<file path="src/rtl/cv32e40p_mult_ft_scrub_ctrl_pkg.sv">
// Shared types and helpers for the TMR multiplier fault-management controller.
package cv32e40p_mult_ft_scrub_ctrl_pkg;

  localparam int unsigned FT_NUM_REPLICAS = 3;
  localparam int unsigned FT_CNT_W        = 4;

  typedef enum logic [1:0] {
    FT_IDLE   = 2'd0,
    FT_DRAIN  = 2'd1,
    FT_SCRUB  = 2'd2,
    FT_SETTLE = 2'd3
  } ft_scrub_state_e;

  // Number of replicas flagged in one voter sample.
  function automatic logic [1:0] ft_popcount3(input logic [2:0] v);
    return {1'b0, v[0]} + {1'b0, v[1]} + {1'b0, v[2]};
  endfunction

endpackage

</file>
<file path="src/rtl/cv32e40p_mult_ft_scrub_ctrl_err_counter.sv">
// Per-replica fault bookkeeping: saturating disagreement counter, scrub
// counter (2-bit, saturating) and the permanent mask bit.
// sat_nxt reflects the counter value after this cycle's increment/decay but
// before any scrub clear, so the controller can react without waiting a cycle.
module cv32e40p_ft_err_counter
  import cv32e40p_mult_ft_scrub_ctrl_pkg::*;
#(
  parameter int unsigned ERR_THRESH = 4,
  parameter int unsigned MAX_SCRUBS = 3
) (
  input  logic       clk,
  input  logic       rst_n,
  input  logic       inc,
  input  logic       scrub,
  input  logic       decay,
  input  logic       mask_set,
  input  logic       clear,
  output logic       sat_nxt,
  output logic [1:0] scrub_cnt,
  output logic       mask
);

  localparam logic [FT_CNT_W-1:0] THRESH = FT_CNT_W'(ERR_THRESH);

  logic [FT_CNT_W-1:0] cnt_r;
  logic [FT_CNT_W-1:0] cnt_pre_s;
  logic [1:0]          scrub_cnt_r;
  logic                mask_r;

  // Next counter value from increment/decay; increment wins over decay.
  always_comb begin
    cnt_pre_s = cnt_r;
    if (inc) begin
      if (cnt_r < THRESH) begin
        cnt_pre_s = cnt_r + 4'd1;
      end else begin
        cnt_pre_s = cnt_r;
      end
    end else if (decay && (cnt_r != 4'd0)) begin
      cnt_pre_s = cnt_r - 4'd1;
    end else begin
      cnt_pre_s = cnt_r;
    end
  end

  assign sat_nxt   = (cnt_pre_s == THRESH);
  assign scrub_cnt = scrub_cnt_r;
  assign mask      = mask_r;

  // Disagreement counter; a scrub starts the replica from a clean count.
  always_ff @(posedge clk or negedge rst_n) begin
    if (!rst_n) begin
      cnt_r <= 4'd0;
    end else if (scrub) begin
      cnt_r <= 4'd0;
    end else begin
      cnt_r <= cnt_pre_s;
    end
  end

  // Scrub history, saturating at 3.
  always_ff @(posedge clk or negedge rst_n) begin
    if (!rst_n) begin
      scrub_cnt_r <= 2'd0;
    end else if (clear) begin
      scrub_cnt_r <= scrub ? 2'd1 : 2'd0;
    end else if (scrub && (scrub_cnt_r != 2'd3)) begin
      scrub_cnt_r <= scrub_cnt_r + 2'd1;
    end
  end

  // Permanent-failure mask; a new failure wins over a coincident clear.
  always_ff @(posedge clk or negedge rst_n) begin
    if (!rst_n) begin
      mask_r <= 1'b0;
    end else if (mask_set) begin
      mask_r <= 1'b1;
    end else if (clear) begin
      mask_r <= 1'b0;
    end
  end

endmodule

</file>
<file path="src/rtl/cv32e40p_mult_ft_scrub_ctrl.sv">
// Fault-management controller for the triplicated multiplier: counts voter
// disagreements per replica, drains and scrubs a replica at threshold, and
// masks replicas that keep failing. Optional leaky counters are enabled with
// the CV32E40P_MULT_FT_LEAKY_EN macro.
module cv32e40p_mult_ft_scrub_ctrl
  import cv32e40p_mult_ft_scrub_ctrl_pkg::*;
#(
  parameter int unsigned ERR_THRESH   = 4,
  parameter int unsigned RST_CYCLES   = 2,
  parameter int unsigned MAX_SCRUBS   = 3
`ifdef CV32E40P_MULT_FT_LEAKY_EN
  ,
  parameter int unsigned DECAY_PERIOD = 256
`endif
) (
  input  logic       clk,
  input  logic       rst_n,
  input  logic       err_valid_i,
  input  logic [2:0] err_i,
  input  logic       mult_idle_i,
  input  logic       clear_i,
  output logic       stall_o,
  output logic [2:0] replica_rst_no,
  output logic [2:0] replica_mask_o,
  output logic       scrub_done_o,
  output logic       uncorrectable_o
);

  localparam logic [3:0] RST_LAST = 4'(RST_CYCLES - 1);
  localparam logic [1:0] MAXS     = 2'(MAX_SCRUBS);

  ft_scrub_state_e state_r, next_state_s;
  logic [1:0] sel_r, sel_nxt_s, trig_idx_s, pop_s;
  logic [3:0] rst_cnt_r;
  logic       trig_s, scrub_entry_s, clear_s, decay_s;
  logic [2:0] inc_s, busy_s, scrub_s, mask_set_s, sat_nxt_s, mask_s;
  logic [2:0][1:0] scrub_cnt_s;
  logic       stall_r, stall_nxt_s, done_r, done_nxt_s, uncorr_r;
  logic [2:0] replica_rst_n_r, rst_nxt_s;

`ifdef CV32E40P_MULT_FT_LEAKY_EN
  localparam int unsigned DECAY_W = $clog2(DECAY_PERIOD);
  logic [DECAY_W-1:0] decay_cnt_r;

  // Free-running decay timer; the all-ones value marks a wrap.
  always_ff @(posedge clk or negedge rst_n) begin
    if (!rst_n) begin
      decay_cnt_r <= '0;
    end else begin
      decay_cnt_r <= decay_cnt_r + 1'b1;
    end
  end

  assign decay_s = &decay_cnt_r;
`else
  assign decay_s = 1'b0;
`endif

  // Qualify single-replica disagreements; the replica under scrub is ignored.
  always_comb begin
    pop_s = ft_popcount3(err_i);
    for (int k = 0; k < FT_NUM_REPLICAS; k++) begin
      busy_s[k] = ((state_r == FT_SCRUB) || (state_r == FT_SETTLE)) && (sel_r == 2'(k));
      inc_s[k]  = err_valid_i && (pop_s == 2'd1) && err_i[k] && !mask_s[k] && !busy_s[k];
    end
  end

  // In IDLE pick the lowest saturated replica to scrub, or mask it if spent.
  always_comb begin
    trig_s     = 1'b0;
    trig_idx_s = 2'd0;
    mask_set_s = 3'b000;
    for (int k = FT_NUM_REPLICAS - 1; k >= 0; k--) begin
      if ((state_r == FT_IDLE) && sat_nxt_s[k] && !mask_s[k]) begin
        if (scrub_cnt_s[k] >= MAXS) begin
          mask_set_s[k] = 1'b1;
        end else begin
          trig_s     = 1'b1;
          trig_idx_s = 2'(k);
        end
      end else begin
        mask_set_s[k] = 1'b0;
      end
    end
  end

  // Next-state logic; an already idle multiplier skips DRAIN entirely.
  always_comb begin
    next_state_s = state_r;
    case (state_r)
      FT_IDLE: begin
        if (trig_s) begin
          next_state_s = mult_idle_i ? FT_SCRUB : FT_DRAIN;
        end else begin
          next_state_s = FT_IDLE;
        end
      end
      FT_DRAIN: begin
        if (mult_idle_i) begin
          next_state_s = FT_SCRUB;
        end else begin
          next_state_s = FT_DRAIN;
        end
      end
      FT_SCRUB: begin
        if (rst_cnt_r == RST_LAST) begin
          next_state_s = FT_SETTLE;
        end else begin
          next_state_s = FT_SCRUB;
        end
      end
      FT_SETTLE: next_state_s = FT_IDLE;
      default:   next_state_s = FT_IDLE;
    endcase
  end

  // Selected replica is latched when leaving IDLE.
  always_comb begin
    if (state_r == FT_IDLE) begin
      sel_nxt_s = trig_idx_s;
    end else begin
      sel_nxt_s = sel_r;
    end
    scrub_entry_s = (next_state_s == FT_SCRUB) && (state_r != FT_SCRUB);
    clear_s       = clear_i && (state_r == FT_IDLE);
    for (int k = 0; k < FT_NUM_REPLICAS; k++) begin
      scrub_s[k] = scrub_entry_s && (sel_nxt_s == 2'(k));
    end
  end

  // Output decode from the next state so outputs come straight from flops.
  always_comb begin
    stall_nxt_s = 1'b0;
    rst_nxt_s   = 3'b111;
    done_nxt_s  = 1'b0;
    case (next_state_s)
      FT_IDLE:  done_nxt_s = (state_r == FT_SETTLE);
      FT_DRAIN: stall_nxt_s = 1'b1;
      FT_SCRUB: begin
        stall_nxt_s = 1'b1;
        for (int k = 0; k < FT_NUM_REPLICAS; k++) begin
          if (sel_nxt_s == 2'(k)) begin
            rst_nxt_s[k] = 1'b0;
          end else begin
            rst_nxt_s[k] = 1'b1;
          end
        end
      end
      FT_SETTLE: stall_nxt_s = 1'b1;
      default:   stall_nxt_s = 1'b0;
    endcase
  end

  // State, selection and reset-hold timer.
  always_ff @(posedge clk or negedge rst_n) begin
    if (!rst_n) begin
      state_r   <= FT_IDLE;
      sel_r     <= 2'd0;
      rst_cnt_r <= 4'd0;
    end else begin
      state_r <= next_state_s;
      sel_r   <= sel_nxt_s;
      if (scrub_entry_s) begin
        rst_cnt_r <= 4'd0;
      end else if (state_r == FT_SCRUB) begin
        rst_cnt_r <= rst_cnt_r + 4'd1;
      end
    end
  end

  // Registered outputs; a double disagreement wins over a coincident clear.
  always_ff @(posedge clk or negedge rst_n) begin
    if (!rst_n) begin
      stall_r         <= 1'b0;
      replica_rst_n_r <= 3'b111;
      done_r          <= 1'b0;
      uncorr_r        <= 1'b0;
    end else begin
      stall_r         <= stall_nxt_s;
      replica_rst_n_r <= rst_nxt_s;
      done_r          <= done_nxt_s;
      if (err_valid_i && (pop_s >= 2'd2)) begin
        uncorr_r <= 1'b1;
      end else if (clear_s) begin
        uncorr_r <= 1'b0;
      end
    end
  end

  for (genvar g = 0; g < FT_NUM_REPLICAS; g++) begin : g_rep
    cv32e40p_ft_err_counter #(
      .ERR_THRESH(ERR_THRESH),
      .MAX_SCRUBS(MAX_SCRUBS)
    ) u_cnt (
      .clk      (clk),
      .rst_n    (rst_n),
      .inc      (inc_s[g]),
      .scrub    (scrub_s[g]),
      .decay    (decay_s),
      .mask_set (mask_set_s[g]),
      .clear    (clear_s),
      .sat_nxt  (sat_nxt_s[g]),
      .scrub_cnt(scrub_cnt_s[g]),
      .mask     (mask_s[g])
    );
  end

  assign stall_o         = stall_r;
  assign replica_rst_no  = replica_rst_n_r;
  assign replica_mask_o  = mask_s;
  assign scrub_done_o    = done_r;
  assign uncorrectable_o = uncorr_r;

endmodule

</file>
<file path="config.mk">
export PLATFORM = sky130hd
export DESIGN_NAME = cv32e40p_mult_ft_scrub_ctrl
export DESIGN_NICKNAME = d
export VERILOG_FILES = /design/src/rtl/cv32e40p_mult_ft_scrub_ctrl_pkg.sv /design/src/rtl/cv32e40p_mult_ft_scrub_ctrl_err_counter.sv /design/src/rtl/cv32e40p_mult_ft_scrub_ctrl.sv
export SDC_FILE = /design/constraint.sdc
export NUM_CORES = 1
export LEC_CHECK = 0
export ABC_AREA = 1
export BUFFER_PORTS_ARGS = -buffer_cell sky130_fd_sc_hd__buf_2
export CORE_ASPECT_RATIO = 0.8
export CORE_MARGIN = 2
export CORE_UTILIZATION = 50
export DETAILED_ROUTE_END_ITERATION = 8
export HOLD_SLACK_MARGIN = 0.05
export PLACE_DENSITY = 0.74
export SYNTH_ARGS = -nofsm -noshare
export SYNTH_HDL_FRONTEND = slang
export SYNTH_HIERARCHICAL = 1
export SYNTH_SLANG_ARGS = --single-unit
</file>
<file path="constraint.sdc">
create_clock -name clk -period 6.6 [get_ports clk]
set_input_delay 0.99 -clock clk [delete_from_list [all_inputs] [get_ports clk]]
set_output_delay 0.99 -clock clk [all_outputs]
set_load 0.03 [all_outputs]
</file>
==> summary by stage, run 1 <==
Clock tree
The TritonCTS clock tree is built. The number of buffers on the longest clock path is 2. The cts-stage hold buffer count is 0.

The clock-pin slew reported for the worst setup and hold paths after clock tree synthesis is 0.07 ns. The later pin in the worst-skew pair is clocked with a latency of 0.29 ns. The clock tree synthesis step divided the H-tree into 2 levels. The root buffer cell chosen for the clock tree is clkbuf_8. CTS saw 35 sinks.

In this run, CTS created clock tree buffers numbering 5. The number of gates resized after CTS was 0. Buffers added to address setup during post-CTS repair amount to 0.

Die
The die is 63.60 um tall. The number of core rows is 21. The area of the die is 0.004992 mm^2. The core box area is 0.004230 mm^2. The initial utilization of the core area, before any placement, comes to 0.5247.

The die outline width is 78.49 um. During I/O placement, the number of pins put on the boundary was 17.

GRT
For this run, the total global-route usage over all layers was measured as 0.2134. The via count of the first global-routing pass came to 1925. The largest net degree at the start of global routing is 36. The initial antenna violation count is 0. Global routing finished with a remaining overflow of 0. The first-pass GRT wire length is 8.362 mm.

STA
The worst path needs 4.358 ns of the cycle, external delays included. The final-report hold violation count came to 0. The transition at the pin with the smallest max-transition slack is about 0.78 ns. The worst slew slack as a fraction of its limit is 0.4725. Based on the critical path, the design can be clocked at up to 229.4 MHz. Across the routed clock network, the largest skew measured is 0.007180 ns. The sum of negative setup slack is 0 ns. The number of max-slew violations in the final report is 0. Of the available clock period, the critical path in the final layout requires 0.6604.

The setup-violating endpoint count in the final report is 0. Setup repair after global routing left no endpoint under its margin.

Yosys
The post-synthesis cell type count is 28. For this run, the register share of the synthesized area comes to 0.3963. The synthesized design contains 35 register bits. Yosys printed 6 warnings. In this run the mean area of a mapped cell was 7.254 um^2. The most used flip-flop cell after synthesis is dfrtp_1. Counting flops with a built-in enable in the synthesized netlist gives 0.

Counting every instance in the synthesized netlist gives between 300 and 400. The portion of synthesized cell area occupied by the leading cell type is 0.3608. After synthesis, the cell types taking the most area are dfrtp_1 (36%), nand2_1 (11%), nor2_1 (7.6%), inv_1 (7.4%), nand3_1 (6.5%). The commonest cells after synthesis are nand2_1 (63), nor2_1 (45), inv_1 (44). For this run, asynchronously set or reset flops after synthesis account for 1.000. The cell type with the largest total area after synthesis is dfrtp_1.

The cell with the most instances after synthesis is nand2_1. The total standard cell area after synthesis is 0.002220 mm^2.

Route
The via count is 2004. The routed design has 4.512 mm of wire. The first TritonRoute pass finished after 4 iterations.

In the routed layout, each cell is associated on average with a via count of approximately 5.0. Dividing the detail-routed wire length by the instance count gives about 11 um. For this run, design rule violations remaining after detail routing come to 0. The number of design-rule violations left by the first detailed-router iteration is 90. The post-route antenna net violation count is 0.

Worst hold path
The type of the worst min-delay path is reg2reg. The worst min-delay path startpoint is uncorrectable_o$_DFFE_PN0P_.

Place
Counting tap cells, the placed design contains a total of approximately 400 instances. The count of input and output buffers is 16. The placer congestion estimate is between 0.8 and 0.9.

Once detailed placement completed, the half-perimeter wirelength came to 3.425 mm.

Worst setup path
The startpoint type of the worst setup path is an input pin. STA puts the critical path data required time at ~6.8 ns. The peak fanout along the critical path is 6. The signal arrival time at the worst endpoint is ~4.5 ns.

In this run the critical register-to-register path is launched from state_r[1]$_DFF_PN0_. The kind of critical path is in2reg. Tracing the worst setup path back leads to its startpoint at err_i[0]. The worst setup path is captured at a flop.

Status
The flow ran to the end, and the final reports show no timing, DRC or antenna violations.

Power and ir drop
IR analysis of the VDD net gives a maximum drop of 0.0002751 V. The leakage power is 1.338 nW. Total power for the finished layout comes to 1.118 mW.

In this run the power density over the cells is 435.4 mW/mm^2.

Layout
The fraction of layout instances using a drive strength above 1 is 0.1527. The area growth from synthesis to layout is 15.67%. The repair_antennas step left the layout with diodes totalling 0. At the end of the flow, the number of nets in the layout was 366.

The sequential cells in the finished layout cover a total of 879.6 um^2. The number of filler cells placed in the layout is slightly below 400. The multi-input combinational cells in the finished layout cover a total of ~0.0012 mm^2.

The finished layout holds 404 standard cells, fillers aside.

Flow run
The tool flagged a number of max-cap violations equal to 0.
## kinds of logic after synthesis
family	after synthesis	synth area share
other	1	0.001689
xor gates and xnor gates	1	0.003947
DFF	35	0.3963
and+or+nand+nor	173	0.3523
adders and majority gates	12	0.07103
buffers and inverters	50	0.08455
AOI/OAI and AO/OA	34	0.09020
## report_power, final
| group | internal [mW] | switching (mW) |
|---|---|---|
| Sequential | 0.300 | 0.0726 |
| Combinational | 0.173 | 0.343 |
| Clock | 0.151 | 0.0792 |
| Total | 0.623 | 0.495 |
## cell type report
cell class / count / area share
Clock inverter: 2 / 0.02339
Clock buffer: 6 / 0.02827
Tap cell: 57 / 0.02778
Sequential cell: 35 / 0.3426
Timing Repair Buffer: 16 / 0.03119
Inverter: 50 / 0.07310
Multi-Input combinational cell: 238 / 0.4737
## critical path, cell delays in order
cell      delay, ns
buf_2          0.12
fa_1           0.55
nand3_1        0.11
nor4b_1        0.70
nand3_1        0.14
nand2_1        0.11
inv_2          0.03
nand2_1        0.05
nand2_1        0.06
inv_1          0.05
nand3_1        0.07
nor2_2         0.10
inv_1          0.05
nor2_1         0.08
nand3_1        0.10
inv_1          0.07
nand3_1        0.09
nand2_2        0.12
nand2_1        0.06
nor2_1         0.33
inv_1          0.12
nor2_1         0.15
nor2_1         0.07
nand2_1        0.10
o311ai_1       0.09
## sequential cells by signal, summed over array words and instances, names as in the netlist
register	count
g_rep.u_cnt/cnt_r	12
uncorrectable_o	1
replica_rst_no	3
state_r	2
scrub_done_o	1
stall_o	1
rst_cnt_r	4
g_rep.u_cnt/mask	3
g_rep.u_cnt/scrub_cnt	6
sel_r	2
## path summary, 6_finish.rpt
path                                                           end  slack (ns)  depth (start not counted)
min in group asynchronous  g_rep[1].u_cnt/scrub_cnt[1]$_DFFE_PN0P_        0.76                          1
hold reg to reg                        uncorrectable_o$_DFFE_PN0P_        0.52                          2
setup reg to reg           g_rep[2].u_cnt/scrub_cnt[0]$_DFFE_PN0P_        3.08                         24
max in group asynchronous        g_rep[0].u_cnt/cnt_r[1]$_DFF_PN0_        5.36                          1
hold / removal                         uncorrectable_o$_DFFE_PN0P_        0.52                          2
setup / recovery           g_rep[2].u_cnt/scrub_cnt[0]$_DFFE_PN0P_        2.24                         25
## stage by stage
stage	hold slack, ns	setup WS, ns	util	instance area, um^2
4_1_cts	0.5298	2.278	0.6069	2567
3_5_place_dp	0.5145	1.974	0.5756	2435
2_1_floorplan	0.4845	2.625	-	2283
6_report	0.5228	2.242	0.6069	2567
5_1_grt	0.5603	1.745	0.6069	2567
3_3_place_gp	0.4941	2.056	0.5756	2435
## metal layers
layer	share of wire	track usage	wire length, um	vias to the layer above
li1	-	-	-	1046
met1	0.49	0.2788	2207	911
met2	0.45	0.3427	2034	38
met3	0.040	0.04871	179	9
met4	0.020	0.08772	91	0
met5	0	0	0	-
## cell usage in the layout (no fill, tap or decap), drive strengths merged, types with 2 or more instances in the layout
cell type and count:
clkinv 3, o311ai 3, nand3 30, clkbuf 6
dfrtp 32, conb 18, nand4 7, bufinv 2
o21ai 15, dfstp 3, o21bai 3, nand2 73
inv 47, buf 16, nor4 4, nor2 55
a21oi 12, ha 11, nor3 2
Note: power is estimated with default switching activity, not from simulation.
==> inputs of run 2 (changes only) <==
==> constraint.sdc (replaced) <==
create_clock -name clk -period 4.2 [get_ports clk]
set_input_delay 0.63 -clock clk [delete_from_list [all_inputs] [get_ports clk]]
set_output_delay 0.63 -clock clk [all_outputs]
set_load 0.03 [all_outputs]
==> run 2 against run 1 <==
Clock power hardly changed. Sequential share of layout area rose by 0.10 points. Worst hold slack got worse by 0.12 ns. Design area fell by 0.29%. Register-to-register slack got worse by 1.9 ns. Sequential cell count unchanged. Setup slack got worse by 1.6 ns. Critical path type unchanged. Largest cell class unchanged.
==> summary by stage, run 2 (synthesized netlist as in run 1, its figures left out) <==
Status
The flow ran to the end, and the final reports show no timing, DRC or antenna violations.

Clock tree
The cts-stage hold buffer count is 0 (unchanged). The clock-pin slew reported for the worst setup and hold paths after clock tree synthesis is 0.08 ns (about the same). The deepest level of the CTS H-tree is 2 (unchanged).

The number of buffers added for setup after CTS is 0 (unchanged). The number of clock sinks seen by CTS is 35 (unchanged). The number of cells upsized or downsized after cts is 0 (unchanged). TritonCTS built the clock tree. The TritonCTS buffer count is 5 (unchanged).

The number of buffers on the longest clock path is 2 (unchanged). The insertion delay of the later-clocked pin in the worst-skew pair came to 0.29 ns (about the same). The clock root buffer master is clkbuf_8.

Power and ir drop
The leakage power came to 1.345 nW (+0.49%). The worst-case vdd ir drop is 0.0004210 V (+53%). The sequential share of power was 0.360 (+0.027). The net load switching power is 766.6 uW (+55%). The fraction of power consumed by combinational cells is 0.498 (+0.037).

The fraction of power consumed by the clock network is 0.142 (-0.064). The design internal power is 864.6 uW (+39%). The power density normalized to cell area came to 637.2 mW/mm^2 (+46%).

The switching power share of the total is 0.4699 (+0.02751).

GRT
The total congestion overflow after global routing is 0 (unchanged). The initial antenna violation count was 0 (unchanged). The via count of the first global-routing pass is 1872 (-2.8%).

The first-pass GRT wire length is 8.031 mm (-4.0%). The total global routing track utilization is 0.2042 (-0.009173). The largest net degree at the start of global routing is 36 (unchanged).

Die
The die height was 63.60 um (unchanged). The core box area is 0.004230 mm^2 (unchanged). The die outline width was 78.49 um (unchanged).

The I/O pin count is 17 (unchanged). The number of core rows is 21 (unchanged). The initial cell density of the core is 0.5247 (unchanged).

The area of the die was 0.004992 mm^2 (unchanged).

Route
The DRC violations left is 0 (unchanged). The final wirelength is 4.477 mm (-0.78%). The via count is 1978 (-1.3%). The average routed wire per standard cell came to 10.92 um (-2.2%). The number of design-rule violations left by the first detailed-router iteration is 102 (+13%). The detailed-routing iteration count for the pre-antenna-repair pass was 4 (unchanged). The post-route antenna net violation count is 0 (unchanged). The vias per cell is 4.824 (-2.7%).

STA
The final-report hold violation count is 0 (unchanged). The sum of negative setup slack was 0 ns (unchanged). The final period demand of the worst path is between 3 and 4 ns. The setup slack after layout is 0.6559 ns (-1.586 ns). The worst slew slack as a fraction of its limit is 0.4692 (-0.003273). Setup repair after global routing left no endpoint under its margin. The transition at the pin with the smallest max-transition slack is 0.7933 ns (+0.01297 ns).

The maximum clock frequency is roughly 280 MHz. Dividing the final minimum period by the clock period gives 0.8438. The setup-violating endpoint count in the final report is 0 (unchanged). The final setup skew came to 0.01274 ns (+0.005560 ns). The number of max-slew violations in the final report is 0 (unchanged).

Place
The count of input and output buffers is 16 (unchanged). The placer congestion estimate is 0.8661 (+0.27%). The pre-CTS setup slack is 0.3807 ns (-1.593 ns).

The placed wire-length estimate came to 3.447 mm (+0.66%).

Layout
The fraction of layout instances using a drive strength above 1 was 0.1615 (+0.008735). The final-stage net count is 372 (+1.6%). The number of filler cells placed in the layout came to 385 (-2.0%). The antenna diode instance count is 0 (unchanged). In the layout the commonest cells are nand2_1 (63), nor2_1 (45), inv_1 (44). The most common library cell in the layout ignoring fill and taps is nand2_1. The number of flip-flops under the largest register name is 12 (unchanged). The area growth from synthesis to layout is 15.33%.

The area of the multi-input gates is 0.001216 mm^2 (unchanged). g_rep.u_cnt/cnt_r holds more flip-flops than any other register. The register area is 879.6 um^2 (unchanged).

Worst setup path
The startpoint type of the worst setup path is an input pin. The peak fanout along the critical path is 5 (-1). The register-to-register setup slack is 1.19 ns (-1.89 ns). On the critical path the largest part of the delay comes from simple AND/OR/NAND/NOR gates.

The signal arrival time at the worst endpoint is 3.69 ns (-0.84 ns). In this design, the critical path's most frequently occurring cell is nand2_1. The kind of critical path is in2reg.

The critical path required time was 4.35 ns (-2.42 ns). The largest stage delay on the critical path is 0.56 ns (-0.14 ns). The count of buffer and inverter cells on the critical path is 7 (+1). STA classifies the critical path endpoint as a flop. For this design, the slowest cell found on the critical path is fa_1.

Worst hold path
The type of the worst min-delay path is in2async.

Flow run
The max-cap violation count is 0 (unchanged).
[run 2: metal layers]
layer | GRT usage | vias up | share of wire
met3 | 0.04155 | 6 | 0.041
met5 | 0 | - | 0
met4 | 0.07237 | 0 | 0.013
met2 | 0.3265 | 28 | 0.45
met1 | 0.2768 | 893 | 0.49
li1 | - | 1051 | -
[run 2: area by class of cell]
type	count	area share
Multi-Input combinational cell	238	0.4751
Sequential cell	35	0.3436
Inverter	50	0.07331
Timing Repair Buffer	22	0.04888
Clock buffer	8	0.03128
Tap cell	57	0.02786
[run 2: final timing paths]
check / startpoint / to / cells after the start
worst max-delay path: err_i[0] / g_rep[2].u_cnt/scrub_cnt[0]$_DFFE_PN0P_ / 26
worst min-delay path: rst_n / g_rep[0].u_cnt/cnt_r[3]$_DFF_PN0_ / 1
worst max register to register: state_r[1]$_DFF_PN0_ / g_rep[2].u_cnt/scrub_cnt[0]$_DFFE_PN0P_ / 25
worst min register to register: uncorrectable_o$_DFFE_PN0P_ / uncorrectable_o$_DFFE_PN0P_ / 2
max in group asynchronous: rst_n / state_r[0]$_DFF_PN0_ / 1
min in group clk: uncorrectable_o$_DFFE_PN0P_ / uncorrectable_o$_DFFE_PN0P_ / 2
[run 2: stage by stage]
stage          instance area (um^2)  std cells    util  power [mW]  hold slack [ns]
6_report                       2560        410  0.6051       1.631           0.4003
5_1_grt                        2560        410  0.6051       1.802           0.4691
4_1_cts                        2560        410  0.6051       1.635           0.4339
3_5_place_dp                   2480        402  0.5862       1.396           0.5086
3_3_place_gp                   2480        402  0.5862       1.373           0.4940
2_1_floorplan                  2283        323       -       1.202           0.3344
[run 2: power by group through the flow]
stage	clock network [mW]	logic, mW	registers (mW)
2_1_floorplan	0	0.597	0.605
3_3_place_gp	0	0.788	0.586
3_5_place_dp	0	0.806	0.590
4_1_cts	0.239	0.811	0.584
5_1_grt	0.254	0.942	0.605
6_report	0.232	0.813	0.587
